$ cat src/rtl/decoder_issue_sequencer_if.sv
// Host request port and decoder drive bundle for decoder_issue_sequencer.
// The slave side is the sequencer; the master side is the host/decoder environment.
interface decoder_issue_sequencer_if;
  logic       req_valid;
  logic [4:0] req_instr;
  logic       req_cc;
  logic       req_ready;
  logic [2:0] dec_id;
  logic [4:0] dec_instr;
  logic       dec_cc;
  logic       dec_instr_en;

  modport master (
    output req_valid, req_instr, req_cc,
    input  req_ready, dec_id, dec_instr, dec_cc, dec_instr_en
  );

  modport slave (
    input  req_valid, req_instr, req_cc,
    output req_ready, dec_id, dec_instr, dec_cc, dec_instr_en
  );
endinterface

$ cat src/rtl/decoder_issue_sequencer.sv
// Queues host micro-ops and issues them one per clock to the instruction decoder.
// Optional SEQ_PERF_EN adds saturating issue/stall performance counters.
//
// state | meaning
// IDLE  | decoder deselected (id=0, en=1); pops head when queue non-empty and !hold
// ISSUE | one-cycle execute pulse of the popped op (id=ID_VALUE, en=0)
// WAIT  | adder wait after Fetch R+D: decoder disable op held for ADD_WAIT cycles
module decoder_issue_sequencer #(
  parameter int unsigned FIFO_DEPTH  = 4,
  parameter int unsigned STACK_DEPTH = 8,
  parameter int unsigned ADD_WAIT    = 1,
  parameter logic [2:0]  ID_VALUE    = 3'b010
) (
  input  logic                               clk,
  input  logic                               rst_n,
  decoder_issue_sequencer_if.slave           bus,
  input  logic                               hold,
  input  logic                               stack_clr,
  input  logic                               err_clr,
  output logic [$clog2(STACK_DEPTH+1)-1:0]   stack_depth,
  output logic                               err_ovf,
  output logic                               err_ill,
  output logic                               busy
`ifdef SEQ_PERF_EN
  ,
  output logic [15:0]                        perf_issued,
  output logic [15:0]                        perf_stall
`endif
);
  localparam int unsigned PW = $clog2(FIFO_DEPTH);
  localparam int unsigned CW = $clog2(FIFO_DEPTH + 1);
  localparam int unsigned DW = $clog2(STACK_DEPTH + 1);

  localparam logic [4:0] OP_DISABLE  = 5'b01000;
  localparam logic [4:0] OP_FETCH_RD = 5'b01001;
  localparam logic [4:0] OP_PUSH_PC  = 5'b01011;
  localparam logic [4:0] OP_LAST     = 5'b01011;
  localparam logic [3:0] WAIT_LOAD   = 4'((ADD_WAIT == 0) ? 0 : (ADD_WAIT - 1));

  typedef enum logic [1:0] {S_IDLE, S_ISSUE, S_WAIT} state_e;

  state_e          state_q, state_d;
  logic [3:0]      wait_cnt_q, wait_cnt_d;
  logic [5:0]      mem_q [FIFO_DEPTH];
  logic [5:0]      mem_d [FIFO_DEPTH];
  logic [PW-1:0]   wr_ptr_q, wr_ptr_d, rd_ptr_q, rd_ptr_d;
  logic [CW-1:0]   count_q, count_d;
  logic [DW-1:0]   depth_q, depth_d;
  logic            ovf_q, ovf_d, ill_q, ill_d;
  logic [2:0]      dec_id_q, dec_id_d;
  logic [4:0]      dec_instr_q, dec_instr_d;
  logic            dec_cc_q, dec_cc_d;
  logic            dec_en_q, dec_en_d;

  logic            can_push, push, pop, pop_window, push_issue;
  logic            set_ovf, set_ill, head_ill, stack_full;
  logic [4:0]      head_instr;
  logic            head_cc;

  always_comb begin
    can_push   = (count_q != CW'(FIFO_DEPTH));
    push       = bus.req_valid && can_push;
    head_instr = mem_q[rd_ptr_q][5:1];
    head_cc    = mem_q[rd_ptr_q][0];
    head_ill   = (head_instr < OP_DISABLE) || (head_instr > OP_LAST);
    stack_full = (depth_q == DW'(STACK_DEPTH));

    state_d     = state_q;
    wait_cnt_d  = wait_cnt_q;
    dec_id_d    = 3'b000;
    dec_instr_d = 5'b00000;
    dec_cc_d    = 1'b0;
    dec_en_d    = 1'b1;
    pop         = 1'b0;
    pop_window  = 1'b0;
    push_issue  = 1'b0;
    set_ovf     = 1'b0;
    set_ill     = 1'b0;

    case (state_q)
      S_IDLE: pop_window = 1'b1;
      S_ISSUE: begin
        if ((dec_instr_q == OP_FETCH_RD) && (ADD_WAIT != 0)) begin
          state_d     = S_WAIT;
          wait_cnt_d  = WAIT_LOAD;
          dec_id_d    = ID_VALUE;
          dec_instr_d = OP_DISABLE;
          dec_cc_d    = 1'b1;
        end else begin
          pop_window = 1'b1;
        end
      end
      S_WAIT: begin
        if (wait_cnt_q != 4'd0) begin
          wait_cnt_d  = wait_cnt_q - 4'd1;
          dec_id_d    = ID_VALUE;
          dec_instr_d = OP_DISABLE;
          dec_cc_d    = 1'b1;
        end else begin
          pop_window = 1'b1;
        end
      end
      default: state_d = S_IDLE;
    endcase

    // Dropped entries are consumed silently; the FSM re-decides next cycle from IDLE.
    if (pop_window) begin
      state_d = S_IDLE;
      if ((count_q != '0) && !hold) begin
        pop = 1'b1;
        if (head_ill) begin
          set_ill = 1'b1;
        end else if ((head_instr == OP_PUSH_PC) && stack_full) begin
          set_ovf = 1'b1;
        end else begin
          state_d     = S_ISSUE;
          dec_id_d    = ID_VALUE;
          dec_instr_d = head_instr;
          dec_cc_d    = head_cc;
          dec_en_d    = 1'b0;
          push_issue  = (head_instr == OP_PUSH_PC);
        end
      end
    end

    mem_d = mem_q;
    if (push) mem_d[wr_ptr_q] = {bus.req_instr, bus.req_cc};
    wr_ptr_d = wr_ptr_q + PW'(push);
    rd_ptr_d = rd_ptr_q + PW'(pop);
    count_d  = count_q + CW'(push) - CW'(pop);

    depth_d = stack_clr ? DW'(push_issue) : (depth_q + DW'(push_issue));
    ovf_d   = (ovf_q && !err_clr) || set_ovf;
    ill_d   = (ill_q && !err_clr) || set_ill;
  end

  always_ff @(posedge clk or negedge rst_n) begin
    if (!rst_n) begin
      state_q     <= S_IDLE;
      wait_cnt_q  <= 4'd0;
      for (int i = 0; i < int'(FIFO_DEPTH); i++) mem_q[i] <= 6'd0;
      wr_ptr_q    <= '0;
      rd_ptr_q    <= '0;
      count_q     <= '0;
      depth_q     <= '0;
      ovf_q       <= 1'b0;
      ill_q       <= 1'b0;
      dec_id_q    <= 3'b000;
      dec_instr_q <= 5'b00000;
      dec_cc_q    <= 1'b0;
      dec_en_q    <= 1'b1;
    end else begin
      state_q     <= state_d;
      wait_cnt_q  <= wait_cnt_d;
      mem_q       <= mem_d;
      wr_ptr_q    <= wr_ptr_d;
      rd_ptr_q    <= rd_ptr_d;
      count_q     <= count_d;
      depth_q     <= depth_d;
      ovf_q       <= ovf_d;
      ill_q       <= ill_d;
      dec_id_q    <= dec_id_d;
      dec_instr_q <= dec_instr_d;
      dec_cc_q    <= dec_cc_d;
      dec_en_q    <= dec_en_d;
    end
  end

  assign bus.req_ready    = can_push;
  assign bus.dec_id       = dec_id_q;
  assign bus.dec_instr    = dec_instr_q;
  assign bus.dec_cc       = dec_cc_q;
  assign bus.dec_instr_en = dec_en_q;
  assign stack_depth      = depth_q;
  assign err_ovf          = ovf_q;
  assign err_ill          = ill_q;
  assign busy             = (count_q != '0) || (state_q != S_IDLE);

`ifdef SEQ_PERF_EN
  logic [15:0] perf_issued_q, perf_issued_d, perf_stall_q, perf_stall_d;

  always_comb begin
    perf_issued_d = perf_issued_q;
    perf_stall_d  = perf_stall_q;
    if (err_clr) begin
      perf_issued_d = 16'd0;
      perf_stall_d  = 16'd0;
    end else begin
      if ((state_q == S_ISSUE) && (perf_issued_q != 16'hFFFF)) perf_issued_d = perf_issued_q + 16'd1;
      if ((count_q != '0) && !pop && (perf_stall_q != 16'hFFFF)) perf_stall_d = perf_stall_q + 16'd1;
    end
  end

  always_ff @(posedge clk or negedge rst_n) begin
    if (!rst_n) begin
      perf_issued_q <= 16'd0;
      perf_stall_q  <= 16'd0;
    end else begin
      perf_issued_q <= perf_issued_d;
      perf_stall_q  <= perf_stall_d;
    end
  end

  assign perf_issued = perf_issued_q;
  assign perf_stall  = perf_stall_q;
`endif
endmodule

$ cat src/flat_wrapper.sv
// flat-port wrapper written by rule: the top's interface ports become plain ports
module decoder_issue_sequencer_flat 
#(
  parameter int unsigned FIFO_DEPTH  = 4,
  parameter int unsigned STACK_DEPTH = 8,
  parameter int unsigned ADD_WAIT    = 1,
  parameter logic [2:0]  ID_VALUE    = 3'b010
)
  (clk, rst_n, hold, stack_clr, err_clr, stack_depth, err_ovf, err_ill, busy, bus_req_valid, bus_req_instr, bus_req_cc, bus_req_ready, bus_dec_id, bus_dec_instr, bus_dec_cc, bus_dec_instr_en);
  decoder_issue_sequencer_if bus_i ();
  input  logic clk;
  input  logic rst_n;
  input  logic hold;
  input  logic stack_clr;
  input  logic err_clr;
  output logic [$clog2(STACK_DEPTH+1)-1:0] stack_depth;
  output logic err_ovf;
  output logic err_ill;
  output logic busy;
  input wire logic [$bits(bus_i.req_valid)-1:0] bus_req_valid;
  input wire logic [$bits(bus_i.req_instr)-1:0] bus_req_instr;
  input wire logic [$bits(bus_i.req_cc)-1:0] bus_req_cc;
  output wire logic [$bits(bus_i.req_ready)-1:0] bus_req_ready;
  output wire logic [$bits(bus_i.dec_id)-1:0] bus_dec_id;
  output wire logic [$bits(bus_i.dec_instr)-1:0] bus_dec_instr;
  output wire logic [$bits(bus_i.dec_cc)-1:0] bus_dec_cc;
  output wire logic [$bits(bus_i.dec_instr_en)-1:0] bus_dec_instr_en;
  assign bus_i.req_valid = bus_req_valid;
  assign bus_i.req_instr = bus_req_instr;
  assign bus_i.req_cc = bus_req_cc;
  assign bus_req_ready = bus_i.req_ready;
  assign bus_dec_id = bus_i.dec_id;
  assign bus_dec_instr = bus_i.dec_instr;
  assign bus_dec_cc = bus_i.dec_cc;
  assign bus_dec_instr_en = bus_i.dec_instr_en;
  decoder_issue_sequencer #(.FIFO_DEPTH(FIFO_DEPTH), .STACK_DEPTH(STACK_DEPTH), .ADD_WAIT(ADD_WAIT), .ID_VALUE(ID_VALUE)) u_core (.clk(clk), .rst_n(rst_n), .bus(bus_i), .hold(hold), .stack_clr(stack_clr), .err_clr(err_clr), .stack_depth(stack_depth), .err_ovf(err_ovf), .err_ill(err_ill), .busy(busy));
endmodule
$ cat config.mk
export PLATFORM = sky130hd
export DESIGN_NAME = decoder_issue_sequencer_flat
export DESIGN_NICKNAME = d
export VERILOG_FILES = /design/src/rtl/decoder_issue_sequencer_if.sv /design/src/rtl/decoder_issue_sequencer.sv /design/src/flat_wrapper.sv
export SDC_FILE = /design/constraint.sdc
export NUM_CORES = 1
export LEC_CHECK = 0
export CORE_MARGIN = 10
export CORE_UTILIZATION = 55
export DETAILED_ROUTE_END_ITERATION = 10
export HOLD_SLACK_MARGIN = 0.12
export PLACE_DENSITY_LB_ADDON = 0.08
export SETUP_SLACK_MARGIN = 0.3
export SLEW_MARGIN = 20
export SYNTH_ARGS = -nofsm -noshare
export SYNTH_HDL_FRONTEND = slang
export SYNTH_SLANG_ARGS = --single-unit
export TNS_END_PERCENT = 1
$ cat constraint.sdc
create_clock -name clk -period 2.9 [get_ports clk]
set_input_delay 0.435 -clock clk [delete_from_list [all_inputs] [get_ports clk]]
set_output_delay 0.435 -clock clk [all_outputs]
set_load 0.005 [all_outputs]
# [Word-level counts from Yosys, hierarchy flattened]
# Cells that the tools add are included.
[word_totals] register_bits=53 output_inout_bits=18 word_cells=115 in_bits=12
[classes] n_bitwise=2 add_sub_neg=6 magnitude_cmp=5 n_mux=56 reduce_logical=20 eq_ne=10
[op_table] op="1-bit two-way mux" n=25
[op_table] op="24-bit bitwise mux" n=1
[op_table] op="4-bit two-way mux" n=5
[op_table] op="5-bit two-way mux" n=4
[op_table] op="6-bit two-way mux" n=3
[op_table] op="6-bit binary-select mux with 2-bit select" n=1
[op_table] op="6-bit demux with 2-bit select" n=1
[op_table] op="2-bit two-way mux" n=6
[op_table] op="3-bit two-way mux" n=4
[op_table] op="5-bit by 4-bit equality test with 1-bit output, second input constant" n=2
[op_table] op="5-bit case mux with 2 select lines" n=1
[op_table] op="4-bit case mux with 2 select lines" n=1
[op_table] op="3-bit >= comparator, second input constant" n=2
[op_table] op="1-bit logical AND" n=6
[op_table] op="2-bit by 1-bit != test with 1-bit output, second input constant" n=3
[op_table] op="2-bit NOT with 3-bit output" n=2
[op_table] op="3-bit case mux with 2 select lines" n=1
[op_table] op="5-bit by 4-bit > comparator with 1-bit output, second input constant" n=1
[op_table] op="5-bit by 4-bit less-than comparator with 1-bit output, second input constant" n=1
[op_table] op="2-bit by 1-bit adder with 2-bit output" n=2
[op_table] op="4-bit by 1-bit adder with 4-bit output" n=1
[op_table] op="4-bit equality test, second input constant" n=1
[op_table] op="1-bit logical OR" n=4
[op_table] op="2-bit case mux with 2 select lines" n=1
[op_table] op="other kinds (18)" n=20

# [Depth between registers and ports, before layout]
[logic_depth] word_depth=12 depth_mapped=13 mapped_depth_nobuf=13

# [Worst setup path after synthesis]
# Ideal clock, no wire load.
[synth_path] path_type="register -> register" start="reg u_core.dec_instr_q[1], in the netlist u_core.bus.dec_instr[1]" end="reg u_core.count_q[2]" slack_ns=0.425 setup_time_ns=0.123 synth_period_minus_slack_ns=2.475 t_arrival_ns=2.352 path_stages_with_launch=12 path_buffers=0 required_time_ns=2.777 path_cell_list="dfrtp_1 -> or3b_4 -> o21ai_0 -> a21oi_1 -> nand2_1 -> inv_1 -> ha_1 -> inv_1 -> ha_1 -> fa_1 -> xnor2_1 -> xnor2_1"
[synth_via] elab_chain_len=5
[synth_rtl] element="start: declaration" line_no="decoder_issue_sequencer.sv:51" text="logic [4:0] dec_instr_q, dec_instr_d;"
[synth_rtl] element="start signal: assignment" line_no="decoder_issue_sequencer.sv:163" text="dec_instr_q <= dec_instr_d;"
[synth_rtl] element="5-bit by 4-bit equality test with 1-bit output" line_no="decoder_issue_sequencer.sv:83" text="if ((dec_instr_q == OP_FETCH_RD) && (ADD_WAIT != 0)) begin"
[synth_rtl] element="1-bit two-way mux" line_no="decoder_issue_sequencer.sv:83"
[synth_rtl] element="1-bit case mux with 3 select lines" line_no="decoder_issue_sequencer.sv:80" text="case (state_q)"
[synth_rtl] element="1-bit two-way mux" line_no="decoder_issue_sequencer.sv:107" text="if (pop_window) begin"
[synth_rtl] element="3-bit by 1-bit subtractor with 3-bit output" line_no="decoder_issue_sequencer.sv:130" text="count_d = count_q + CW'(push) - CW'(pop);"
[synth_rtl] element="net u_core.count_d[2]" line_no="decoder_issue_sequencer.sv:47" text="logic [CW-1:0] count_q, count_d;"
[synth_rtl] element="end signal: assignment" line_no="decoder_issue_sequencer.sv:158" text="count_q <= count_d;"
[synth_rtl] element="end: declaration" line_no="decoder_issue_sequencer.sv:47"
# The timed path passes the listed nets, and every way through them passes these cells.
# A chain may end at the register's enable or synchronous reset.

# [Worst setup path after layout]
[layout_path] start="reg u_core.dec_instr_q[2], in the netlist u_core.bus.dec_instr[2]" end="reg u_core.count_q[2]"
# The elaborated chain is that of the path after synthesis.

==> metrics <==
Post-route DRC=0; Synth Area in XOR/XNOR=2.20%; core footprint=4090 µm²; Initial Utilization=58.4%; Final Net Count=242; multiplexer area fraction after synthesis=16.2%; max_cap viols=0; crit-path max FO=3; Seq/Total Area, Yosys=53.5%; Worst Path Required=3100 ps; pwr dens=935 nW/µm²; CP Class=register to register; YS warnings=0; fraction of registers with async set/reset=100%; CP cell instances=or3b_4 > o21ai_4 > a21oi_4 > nand2_2 > inv_2 > ha_4 > inv_2 > ha_2 > fa_2 > xnor2_2 > xnor2_1; stages on the worst setup path=11; GRT overflow=0; synthesized area per cell=13.1 µm²; Post-DP HPWL=3390 µm; largest family of logic cells by synthesized area=multiplexers; wire per inst=17.1 µm; Skew-Pair Late Insertion Delay=310 ps; top_reg_cell synth=dfrtp_1; PortBufs=27; die area=7370 µm²; Iteration-0 DRC Markers=80; VDD IR max=0.569 mV; clock sinks=51; Final Setup Violations=0; via count=1469; Layout area overhead=22.1%; n_diodes=0; R2R depth=11; Worst Skew=4.82 ps; Crit-path slowest cell=or3b_4; fraction of layout cells with a size suffix above 1=27.5%; EDFF count, synth=0; setup slack, reg-to-reg=410 ps; r2r endpoint=u_core.count_q[2]$_DFF_PN0_; origin of the critical flop-to-flop path=u_core.bus.dec_instr[2]$_DFF_PN0_; Synth Area in Compound Gates=6.45%; FP Rows=23; Distinct cells, synth=37; setup tns final=0 ps; Fill cells=276; Pre-Repair DR Iteration Count=4; status=completed; Placed Cells=258; post-synthesis instance area=2390 µm²; worst path arrival time=2680 ps; slowest stage delay, CP=430 ps; Total GRT Usage=13.3%; Post-Synth Adder-Cell Area=7.13%; clock slew at reported path FFs=90 ps; vias in the first global route=1624; Post-Layout Cell Count=268; Leakage=1.24 nW; most used cell, CP=inv_2; antenna-violating nets left=0; initial antenna violation count=0; Top Ports=30; crit path time final=2490 ps; H-tree levels=2; first-pass GRT wire length=7910 µm; Fin. Hold Viols=0; Die Ht=85.9 µm; delay-heaviest family, CP=adder cells; RSZ-0062 raised after global routing=false; CTS tree=built; largest net degree at the start of global routing=52; Total Wirelength=4580 µm; Rel. slew slack=58.7%; HP Class=input pin to asynchronous set/reset pin; final worst path period share=85.8%; overall power=2.72 mW; Bufs and invs on worst path=2; Placer Congestion=0.787; #FFs+latches synth=51; Vias/cell=5.48; Critical Path End Type=register; hold_buf cts=0; hold slack=140 ps; root buffer cell=clkbuf_8; Die Wd=85.9 µm; post-synthesis simple-gate area fraction=11.1%; Startpoint Class=register; Tightest Pin Transition=620 ps; post-synthesis cell count=182; TritonCTS Buffers=5; fin. max-slew vios=0; maximum clock insertion buffer count=2; fmax=402 MHz
through the flow:
stage	setup slack [ps]	cell area, µm²	utilization [%]
4_1_cts	319	2860	69.9
6_report	411	2910	71.3
3_3_place_gp	297	2700	66.1
3_5_place_dp	158	2700	66.1
2_1_floorplan	425	2400	-
5_1_grt	301	2910	71.3
repair_timing:
item,in CTS,in global routing
buffers inserted,1,1
resized for setup,5,10
setup endpoints to repair,2,1
pin swaps,0,7
layer usage:
layer | vias up | wire, µm | global-route usage, % | share of wire, %
li1 | 695 | - | - | -
met1 | 735 | 1980 | 15.6 | 43
met2 | 34 | 2240 | 21.6 | 49
met3 | 5 | 305 | 5.77 | 6.7
met4 | 0 | 46 | 4.04 | 1.0
met5 | - | 0 | 0 | 0
flip-flops by register name, summed over array words and instances (netlist names):
register and flops:
u_core.err_ovf 1, u_core.mem_q 24, u_core.rd_ptr_q 2, u_core.wait_cnt_q 4, u_core.err_ill 1, u_core.state_q 2
u_core.count_q 3, u_core.bus.dec_instr_en 1, u_core.bus.dec_instr 5, u_core.bus.dec_id 1, u_core.wr_ptr_q 2, u_core.bus.dec_cc 1
u_core.stack_depth 4
cells in the mapped netlist, types with 2 or more instances:
library cell  instances  area [µm²]
and2_1                3        18.8
dfrtp_1              50        1250
ha_1                 12         150
o2bb2ai_1             2        17.5
inv_1                14        52.6
nand3b_1              3        22.5
nor3b_1               4        30.0
nand2b_1              3        18.8
buf_4                 2        15.0
xnor2_1               3        26.3
o21ai_0               8        40.0
nor3_1                5        25.0
nand2_1               6        22.5
mux4_2                4        90.1
mux2_2               25         282
nand3_1               5        25.0
o22ai_1               2        12.5
a21oi_1               4        20.0
nor2_1                7        26.3
xor2_1                3        26.3
how the worst max path moves through the flow:
stage                                       from  slack, ps                          end
2_1_floorplan  u_core.bus.dec_instr[1]$_DFF_PN0_        430  u_core.count_q[2]$_DFF_PN0_
3_3_place_gp    u_core.wait_cnt_q[0]$_DFFE_PN0P_        300  u_core.count_q[2]$_DFF_PN0_
3_5_place_dp    u_core.wait_cnt_q[0]$_DFFE_PN0P_        160  u_core.count_q[2]$_DFF_PN0_
4_1_cts         u_core.wait_cnt_q[0]$_DFFE_PN0P_        320  u_core.count_q[2]$_DFF_PN0_
5_1_grt        u_core.bus.dec_instr[2]$_DFF_PN0_        300  u_core.count_q[2]$_DFF_PN0_
6_report       u_core.bus.dec_instr[2]$_DFF_PN0_        410  u_core.count_q[2]$_DFF_PN0_
cell usage in the layout (no fill, tap or decap), types with 3 or more instances in the layout:
cell	netlist	layout
nand2_1	6	5
o21ai_0	8	7
inv_1	14	12
nand3b_1	3	3
nor2_1	7	7
xor2_1	3	3
and2_1	3	3
nand3_1	5	5
nor3_1	5	5
dfrtp_1	50	50
ha_1	12	9
nor3b_1	4	4
buf_4	2	3
mux2_2	25	25
mux4_2	4	4
clkdlybuf4s50_1	0	26
clkbuf_8	0	5
nand2b_1	3	3
conb_1	1	4
cell families (layout without fill, tap and decap cells):
logic type | after synthesis | in the layout
AO/OA/AOI/OAI | 20 | 20
XOR/XNOR | 6 | 6
adder cells (fa/ha/maj) | 13 | 13
buffers and inverters | 18 | 51
flip-flops | 51 | 51
multiplexers | 30 | 30
other | 1 | 4
AND/OR/NAND/NOR | 43 | 43
where the power goes:
part           internal (mW)  switching [mW]  leakage (nW)
logic                  0.568           0.418         0.544
clock network          0.344           0.224        0.0654
registers              0.982           0.188         0.634
final cells by class:
| cell class | count | area (µm²) | share of cell area, % |
|---|---|---|---|
| Tap cell | 50 | 62.6 | 2.15 |
| Clock inverter | 2 | 60.1 | 2.06 |
| Multi-Input combinational cell | 116 | 1110 | 38.0 |
| Clock buffer | 6 | 72.6 | 2.49 |
| Timing Repair Buffer | 29 | 283 | 9.70 |
| Inverter | 14 | 52.6 | 1.80 |
| Sequential cell | 51 | 1280 | 43.8 |
worst register-to-register path: cells and delay by family (launching register included):
| kind | cells | cell delay, ps |
|---|---|---|
| AO/OA/AOI/OAI | 2 | 300 |
| XOR/XNOR | 2 | 280 |
| adder cells (fa/ha/maj) | 3 | 820 |
| buffers and inverters | 2 | 90 |
| flip-flops | 1 | 390 |
| AND/OR/NAND/NOR | 2 | 510 |
(Power assumes the default switching activity.)
